### src/rtl/range_multi.sv
// Multi-lane Collatz range sweeper: LANES iterators fill a RAM with sequence lengths
// for RAM_WORDS consecutive start values, tracking the maximum and overflow.
module range_multi #(
    parameter int RAM_WORDS     = 16,
    parameter int RAM_ADDR_BITS = 4,
    parameter int LANES         = 4,
    parameter int N_BITS        = 32,
    parameter int COUNT_BITS    = 16
) (
    input  logic                     clk,
    input  logic                     reset,
    input  logic                     go,
    input  logic [N_BITS-1:0]        start,
    output logic                     busy,
    output logic                     done,
    output logic [COUNT_BITS-1:0]    count,
    output logic [COUNT_BITS-1:0]    max_count,
    output logic [RAM_ADDR_BITS-1:0] max_index,
    output logic                     overflow
);

    typedef enum logic [1:0] {L_IDLE, L_ITER, L_WAIT} lane_state_t;

    logic [COUNT_BITS-1:0]    mem [RAM_WORDS];
    logic                     busy_reg, done_reg, overflow_reg;
    logic [COUNT_BITS-1:0]    count_reg, max_count_reg;
    logic [RAM_ADDR_BITS-1:0] max_index_reg;
    logic [N_BITS-1:0]        base_reg;
    logic [RAM_ADDR_BITS:0]   wr_cnt_reg;
    logic                     accept;

    logic [LANES-1:0]         lane_wait, lane_ovf, grant;
    logic [RAM_ADDR_BITS-1:0] lane_idx [LANES];
    logic [COUNT_BITS-1:0]    lane_result [LANES];

    logic                     wr_en;
    logic [RAM_ADDR_BITS-1:0] wr_addr;
    logic [COUNT_BITS-1:0]    wr_data;

    assign accept = go && !busy_reg;

    for (genvar gi = 0; gi < LANES; gi++) begin : g_lane
        lane_state_t              state_reg;
        logic [N_BITS-1:0]        n_reg;
        logic [COUNT_BITS-1:0]    cnt_reg, result_reg;
        logic [RAM_ADDR_BITS-1:0] idx_reg;
        logic [N_BITS+1:0]        triple;
        logic [RAM_ADDR_BITS:0]   next_idx;
        logic                     has_next, term, bad;

        // 3n+1 computed two bits wider so the carry-out flags datapath overflow
        assign triple   = ({2'b00, n_reg} << 1) + {2'b00, n_reg} + (N_BITS+2)'(1);
        assign term     = (n_reg == N_BITS'(1));
        assign bad      = (n_reg == '0) || (n_reg[0] && (triple[N_BITS+1:N_BITS] != 2'b00));
        assign next_idx = {1'b0, idx_reg} + (RAM_ADDR_BITS+1)'(LANES);
        assign has_next = !next_idx[RAM_ADDR_BITS];

        assign lane_wait[gi]   = (state_reg == L_WAIT);
        assign lane_ovf[gi]    = (state_reg == L_ITER) && !term && bad;
        assign lane_idx[gi]    = idx_reg;
        assign lane_result[gi] = result_reg;

        always_ff @(posedge clk) begin
            if (reset) begin
                state_reg <= L_IDLE;
            end else begin
                case (state_reg)
                    L_IDLE: begin
                        if (accept) begin
                            state_reg <= L_ITER;
                            n_reg     <= start + N_BITS'(gi);
                            cnt_reg   <= COUNT_BITS'(1);
                            idx_reg   <= RAM_ADDR_BITS'(gi);
                        end
                    end
                    L_ITER: begin
                        if (term) begin
                            state_reg  <= L_WAIT;
                            result_reg <= cnt_reg;
                        end else if (bad) begin
                            state_reg  <= L_WAIT;
                            result_reg <= '1;
                        end else begin
                            n_reg   <= n_reg[0] ? triple[N_BITS-1:0] : (n_reg >> 1);
                            cnt_reg <= (&cnt_reg) ? cnt_reg : cnt_reg + COUNT_BITS'(1);
                        end
                    end
                    L_WAIT: begin
                        if (grant[gi]) begin
                            if (has_next) begin
                                state_reg <= L_ITER;
                                idx_reg   <= next_idx[RAM_ADDR_BITS-1:0];
                                n_reg     <= base_reg + N_BITS'(next_idx[RAM_ADDR_BITS-1:0]);
                                cnt_reg   <= COUNT_BITS'(1);
                            end else begin
                                state_reg <= L_IDLE;
                            end
                        end
                    end
                    default: state_reg <= L_IDLE;
                endcase
            end
        end
    end

    // Fixed priority: the lowest-numbered waiting lane owns the single write port
    always_comb begin
        grant   = '0;
        wr_en   = 1'b0;
        wr_addr = '0;
        wr_data = '0;
        for (int i = 0; i < LANES; i++) begin
            if (lane_wait[i] && !wr_en) begin
                grant[i] = 1'b1;
                wr_en    = 1'b1;
                wr_addr  = lane_idx[i];
                wr_data  = lane_result[i];
            end
        end
    end

    always_ff @(posedge clk) begin
        if (reset) begin
            busy_reg      <= 1'b0;
            done_reg      <= 1'b0;
            overflow_reg  <= 1'b0;
            max_count_reg <= '0;
            max_index_reg <= '0;
            wr_cnt_reg    <= '0;
        end else if (accept) begin
            busy_reg      <= 1'b1;
            done_reg      <= 1'b0;
            overflow_reg  <= 1'b0;
            max_count_reg <= '0;
            max_index_reg <= '0;
            wr_cnt_reg    <= '0;
            base_reg      <= start;
        end else begin
            if (|lane_ovf) begin
                overflow_reg <= 1'b1;
            end
            if (wr_en) begin
                wr_cnt_reg <= wr_cnt_reg + 1'b1;
                if ((wr_data > max_count_reg) ||
                    ((wr_data == max_count_reg) && (wr_addr < max_index_reg))) begin
                    max_count_reg <= wr_data;
                    max_index_reg <= wr_addr;
                end
                if (wr_cnt_reg == (RAM_ADDR_BITS+1)'(RAM_WORDS-1)) begin
                    busy_reg <= 1'b0;
                    done_reg <= 1'b1;
                end
            end
        end
    end

    always_ff @(posedge clk) begin
        if (wr_en && !reset) begin
            mem[wr_addr] <= wr_data;
        end
    end

    // Readback shares the cycle budget with writes: a write cycle freezes count
    always_ff @(posedge clk) begin
        if (reset) begin
            count_reg <= '0;
        end else if (!wr_en) begin
            count_reg <= mem[start[RAM_ADDR_BITS-1:0]];
        end
    end

    assign busy      = busy_reg;
    assign done      = done_reg;
    assign overflow  = overflow_reg;
    assign count     = count_reg;
    assign max_count = max_count_reg;
    assign max_index = max_index_reg;

endmodule

### config.mk
export PLATFORM = sky130hd
export DESIGN_NAME = range_multi
export DESIGN_NICKNAME = d
export VERILOG_FILES = /design/src/rtl/range_multi.sv
export SDC_FILE = /design/constraint.sdc
export NUM_CORES = 1
export LEC_CHECK = 0
export CAP_MARGIN = 20
export CORE_AREA = 5 5 287 360
export DETAILED_ROUTE_END_ITERATION = 16
export DIE_AREA = 0 0 292 365
export PLACE_DENSITY = 0.56
export SLEW_MARGIN = 20
export SYNTH_ARGS = -nofsm -noshare
export SYNTH_HDL_FRONTEND = slang
export SYNTH_SLANG_ARGS = --single-unit
### constraint.sdc
create_clock -name clk -period 16.8 [get_ports clk]
set_input_delay 3.36 -clock clk [delete_from_list [all_inputs] [get_ports clk]]
set_output_delay 3.36 -clock clk [all_outputs]
set_load 0.01 [all_outputs]
-- Yosys cells after proc, flatten, opt, wreduce, memory -nomap -nowiden
Memory sizes are Yosys's and may differ from the RTL's. A register that Yosys moved wholly into a read port is not among the register bits.
Index checks and enable logic that the tools add are counted.
- register bits: 340
- bits in latches: 0
- bits in writable memories: 256
- ROM bits: 0
- logic and storage cells: 304
- memories: 1
- memories (memory ; depth ; width ; rd ports ; clocked after memory_dff ; wr ports ; line ; RTL):
    mem ; 16 ; 16 ; 1 ; 1 ; 1 ; 24 ; logic [COUNT_BITS-1:0] mem [RAM_WORDS];
- add/sub/neg operators: 24
- $mul: 0
- divide/modulo/power cells: 0
- magnitude comparators: 2
- equal/unequal tests: 42
- shift-type cells: 0
- multiplexer cells: 118
- bitwise logic cells: 1
- reductions and logical operators: 89
- operator list (operator ; number):
    32-bit 2-to-1 mux ; 24
    16-bit 2-to-1 mux ; 33
    32-bit one-hot mux with 3 select lines ; 4
    16-bit one-hot mux with 3 select lines ; 4
    33-bit by 32-bit adder with 34-bit output ; 4
    34-bit by 1-bit adder with 34-bit output, second input constant ; 4
    32-bit by 4-bit adder with 32-bit output ; 4
    32-bit by 1-bit equality test with 1-bit output, second input constant ; 4
    32-bit logical NOT ; 4
    16-bit by 1-bit adder with 16-bit output, second input constant ; 4
    32-bit by 2-bit adder with 32-bit output, second input constant ; 2
    4-bit 2-to-1 mux ; 16
    16-bit AND reduction ; 4
    2-bit inequality test, second input constant ; 20
    32-bit by 1-bit adder with 32-bit output, second input constant ; 1
    4-bit one-hot mux with 2 select lines ; 4
    8-bit AND reduction ; 4
    7-bit AND reduction ; 4
    2-bit nonzero test ; 14
    2-bit 2-to-1 mux ; 13
    2-bit one-hot mux with 3 select lines ; 4
    3-bit AND reduction ; 8
    4-bit by 3-bit adder with 5-bit output, second input constant ; 4
    5-bit AND reduction ; 4
    other kinds (19) ; 85

-- Longest topological paths before layout
- depth in word-level cells: 15
- gate-level depth with buffers: 21

-- Worst setup path after synthesis
No wires, ideal clock.
- kind: input -> register
- from: in go
- to: reg g_lane[2].n_reg[0] (enable)
- library setup time: 468 ps
- arrival: 6318 ps
- required time: 16332 ps
- slack: 10014 ps
- stages: 5
- cells stage by stage: nand2b_1 > nand2_1 > nand2_1 > a211o_1 > nor3b_1
- longest elaborated chain between the ends: 3
- RTL lines (what ; line ; RTL):
    start, declared ; 12 ; input logic go,
    1-bit logical AND ; 40 ; assign accept = go && !busy_reg;
    2-bit inequality test (no source line) ; - ;
    7-bit AND reduction (no source line) ; - ;
    end signal, assigned ; 71 ; n_reg <= start + N_BITS'(gi);
    end signal, assigned ; 84 ; n_reg <= n_reg[0] ? triple[N_BITS-1:0] : (n_reg >> 1);
    end signal, assigned ; 93 ; n_reg <= base_reg + N_BITS'(next_idx[RAM_ADDR_BITS-1:0]);
    end, declared ; 44 ; logic [N_BITS-1:0] n_reg;
Every way passes these cells.
A chain may end at the register's enable or synchronous reset.

-- Final worst setup path
- from: in start[4]
- to: reg g_lane[1].n_reg[19] (data pin)
- longest elaborated chain between the ends: 3
- RTL lines (what ; line ; RTL):
    start, declared ; 13 ; input logic [N_BITS-1:0] start,
    32-bit by 1-bit adder with 32-bit output ; 71 ;
    32-bit 2-to-1 mux ; 69 ; if (accept) begin
    32-bit one-hot mux with 3 select lines ; 67 ; case (state_reg)
    end signal, assigned ; 71 ;
    end signal, assigned ; 84 ;
    end signal, assigned ; 93 ;
    end, declared ; 44 ;
Every way passes these cells. The select of a mux whose other input is x is not followed.

==> results.txt <==
The area of the die is 107000 µm². Layout cell share with drive strength beyond 1: 0.0940. In the routed layout, each cell is associated on average with a via count of 5.72. Setup violations remaining at the end of the flow were counted as 0. The slew at the pin with the worst max-slew slack is 1040 ps. The fraction of power spent switching nets came out at 0.440.

The tools report the switching component of the power as 3.66 mW. For the via count of the first global-routing pass, the log shows 30000. In the layout the commonest cells are 552 x sky130_fd_sc_hd__edfxtp_1, 355 x sky130_fd_sc_hd__nor2_1, 296 x sky130_fd_sc_hd__nand2_1.

From bottom edge to top edge, the die measures 365 µm. The synthesized design contains 552 enable-type register cells. The first global-routing pass estimated 188000 µm of wire. The global route total overflow is 0. The critical path start-end classification was input port to register. The floorplan has 130 rows. The proportion of register bits with asynchronous set or reset after synthesis is 0. The global router's overall resource usage was 0.231; the worst hold slack was 452 ps. The internal portion of the total power is 4.67 mW.

Clock network fraction of design power: 0.185. Class of the most critical hold timing path: register to register. The via count of the routed design is 29800, and the number of primary I/O pins is 74.

The run gives 3 as the level count of the clock H-tree. The run gives 39500 µm² as the post-synthesis cell area. Setup repair after global routing left no endpoint under its margin. TritonCTS built the clock tree. For this run, the leading register cell type out of synthesis is sky130_fd_sc_hd__edfxtp_1. The worst setup skew after layout was 42.8 ps; the number of instances in the synthesized netlist was 3843. Number of antenna violations at the first check in global routing: 3. The tools report the worst-case headroom to the max-slew limit as 0.300. The worst path in the final design needs a cycle of 6170 ps, including I/O delays and setup. Traced cell by cell, the critical path runs through clkdlybuf4s50_1 > nand3_1 > nor2_1 > and3_1 > nor2b_1 > nand3_1 > nor2_1 > nand2_1 > xnor2_1 > a21oi_1 > o21ai_0. The biggest cell delay along the critical path is 810 ps. The pre-antenna-repair detailed-routing pass consisted of 6 iterations. Number of nets in the final layout: 4137. The flow ran to the end, and the final reports show no timing, DRC or antenna violations.

The tools report the number of hold violations in the final report as 0. The total power density per cell area was 190 nW/µm²; the sequential share of the synthesized area was 0.446. The net count after synthesis came out at 4151.

No sink is reached through more buffers than the 3 on the longest clock path. During placement, the flow inserted port buffers numbering 73. Entering global routing, the biggest net connects 59 pins.

Derived from the worst setup path, the maximum achievable clock frequency is 0.162 GHz. The average routed wire per standard cell is 24.3 µm, and the floorplan core area is 99500 µm². The number of placed instances, taps included, is 5076. At the end of routability-driven placement, the weighted congestion stood at 0.954. The analysis attributes to cell leakage a power of 15.9 nW. In this run the worst path has a maximum fanout of 9. The relative contribution of sequential cells to total power is 0.293, and the post-route DRC violation count is 0. Synthesis inferred 604 register bits.

The post-CTS resize count was 0. The hold-fix buffer count after cts came out at 0. Data on the critical path arrives at its endpoint at 6550 ps. For this run, the number of Yosys warnings is 0. Overall power consumption after layout is estimated at 8.33 mW. The slowest stage of the critical path belongs to the cell sky130_fd_sc_hd__clkdlybuf4s50_1. The mean cell area of the mapped netlist was 10.3 µm². The wire length reported by the detailed router was 127000 µm. The clock latency on the worst-skew pair came out at 640 ps. Leaving out fill and tap cells, the most frequent cell in the layout is sky130_fd_sc_hd__edfxtp_1. Compared with the post-synthesis result, the final layout area differs by 11.0%. The tools report the buffer cell driving the clock tree root as sky130_fd_sc_hd__clkbuf_16. Across the run, the number of max-cap violations was 0. Number of buffers created by CTS: 70. The antenna violation net count after detailed routing came out at 0.

The placed wire-length estimate after detailed placement was 94000 µm. Count of distinct cell types in the synthesized netlist: 89. The number of flip-flops in the largest register was 256; the post-route setup TNS was 0 ps.

The buffer count from post-CTS setup fixing is 0. The clock edge transition at the registers on the reported setup and hold paths was 60 ps; the initial core utilization was 0.396. The worst-case IR drop observed on VDD is 0.0991 mV.

The tools report the final-report max-slew violation count as 0. The width of the die was 292 µm. For the worst setup path, the data required time is 17180 ps.

STA classifies the critical path startpoint as an input port. The share of the clock period used by the worst path after layout is 0.367, and the violation count after the first detailed-route iteration is 2246. The number of standard cells in the layout, taps in and fillers out was 5207; the power share of the combinational group was 0.522.

The filler cells instantiated in the layout total 9529. The kind of end point of the critical path was a register. Counting every sink on the clock net gives 604.
## worst max-delay path, delay by kind of cell
| kind | cells | cell delay [ps] |
|---|---|---|
| AND/OR/NAND/NOR | 7 | 1900 |
| buffers and inverters | 1 | 810 |
| XOR/XNOR | 1 | 210 |
| AO/OA/AOI/OAI | 2 | 250 |
## layer usage
metal	vias up	routed length (µm)	track usage
met4	2	7670	0.119
met2	903	65800	0.430
met1	14500	47400	0.258
met3	288	5760	0.0282
li1	14100	-	-
met5	-	8	0
## worst paths after layout
path / from / to / slack (ps) / cells past startpoint
worst max-delay path: start[4] / g_lane[1].n_reg[19]$_DFFE_PP_ / 10630 / 11
worst min-delay path: count[15]$_SDFFE_PP0P_ / count[15]$_SDFFE_PP0P_ / 450 / 2
worst max register to register: g_lane[2].state_reg[0]$_SDFFE_PP0P_ / max_count[7]$_SDFFE_PP0P_ / 11480 / 17
worst min register to register: count[15]$_SDFFE_PP0P_ / count[15]$_SDFFE_PP0P_ / 450 / 2
## per-stage QoR
step	setup slack, ps	utilization	area, µm²
6_report	10630	0.440	43800
3_3_place_gp	10040	0.417	41500
5_1_grt	10430	0.440	43800
2_1_floorplan	10010	-	39500
3_5_place_dp	9990	0.417	41500
4_1_cts	10670	0.440	43800
## layout make-up
cell class | instances | area (µm²) | area share
inverter | 222 | 833 | 0.0190
clock buffer | 90 | 1850 | 0.0421
multi-input combinational | 2800 | 20300 | 0.462
sequential | 604 | 17600 | 0.402
tap | 1320 | 1650 | 0.0377
clock inverter | 38 | 439 | 0.0100
timing repair buffer | 131 | 1170 | 0.0266
antenna | 2 | 5.00 | 0.000114
## kinds of logic (layout without fill, tap and decap cells)
logic type,after synthesis,after routing,synth area share
AOI/OAI and AO/OA,855,855,0.145
xor gates and xnor gates,355,355,0.0788
adders and majority gates,273,273,0.0877
buffers and inverters,439,481,0.0423
DFF,604,604,0.446
muxes,113,113,0.0541
other,0,2,0
and+or+nand+nor,1204,1204,0.146
## Yosys cell counts (all sizes together), types with 20 or more instances
| master | number | area [µm²] |
|---|---|---|
| a21oi | 263 | 1350 |
| nand3 | 110 | 551 |
| a31oi | 26 | 169 |
| mux4 | 80 | 1800 |
| mux2i | 30 | 300 |
| a221oi | 79 | 704 |
| buf | 36 | 156 |
| nor2 | 371 | 1390 |
| dfxtp | 52 | 1040 |
| nor3 | 52 | 260 |
| o21a | 32 | 240 |
| o21ai | 155 | 780 |
| nor2b | 30 | 188 |
| nand4 | 79 | 500 |
| a211oi | 41 | 318 |
| xor2 | 160 | 1400 |
| or2 | 67 | 419 |
| nand2 | 296 | 1110 |
| xnor2 | 195 | 1710 |
| nand2b | 32 | 200 |
| inv | 217 | 815 |
| a21o | 56 | 420 |
| a22oi | 38 | 285 |
| and3 | 40 | 250 |
| edfxtp | 552 | 16600 |
| and2 | 63 | 394 |
| a222oi | 20 | 200 |
| ha | 267 | 3340 |
| clkbuf | 181 | 679 |
## power groups by stage
| stage | clock network, mW | logic (mW) | registers [mW] |
|---|---|---|---|
| after CTS | 1.57 | 4.35 | 2.45 |
| after floorplan | 0 | 3.12 | 2.37 |
| after detailed placement | 0 | 4.32 | 2.48 |
| after global placement | 0 | 4.31 | 2.48 |
| final | 1.54 | 4.35 | 2.44 |
| after global routing | 1.63 | 4.78 | 2.47 |
No activity file was read; power rests on OpenSTA's default activity.
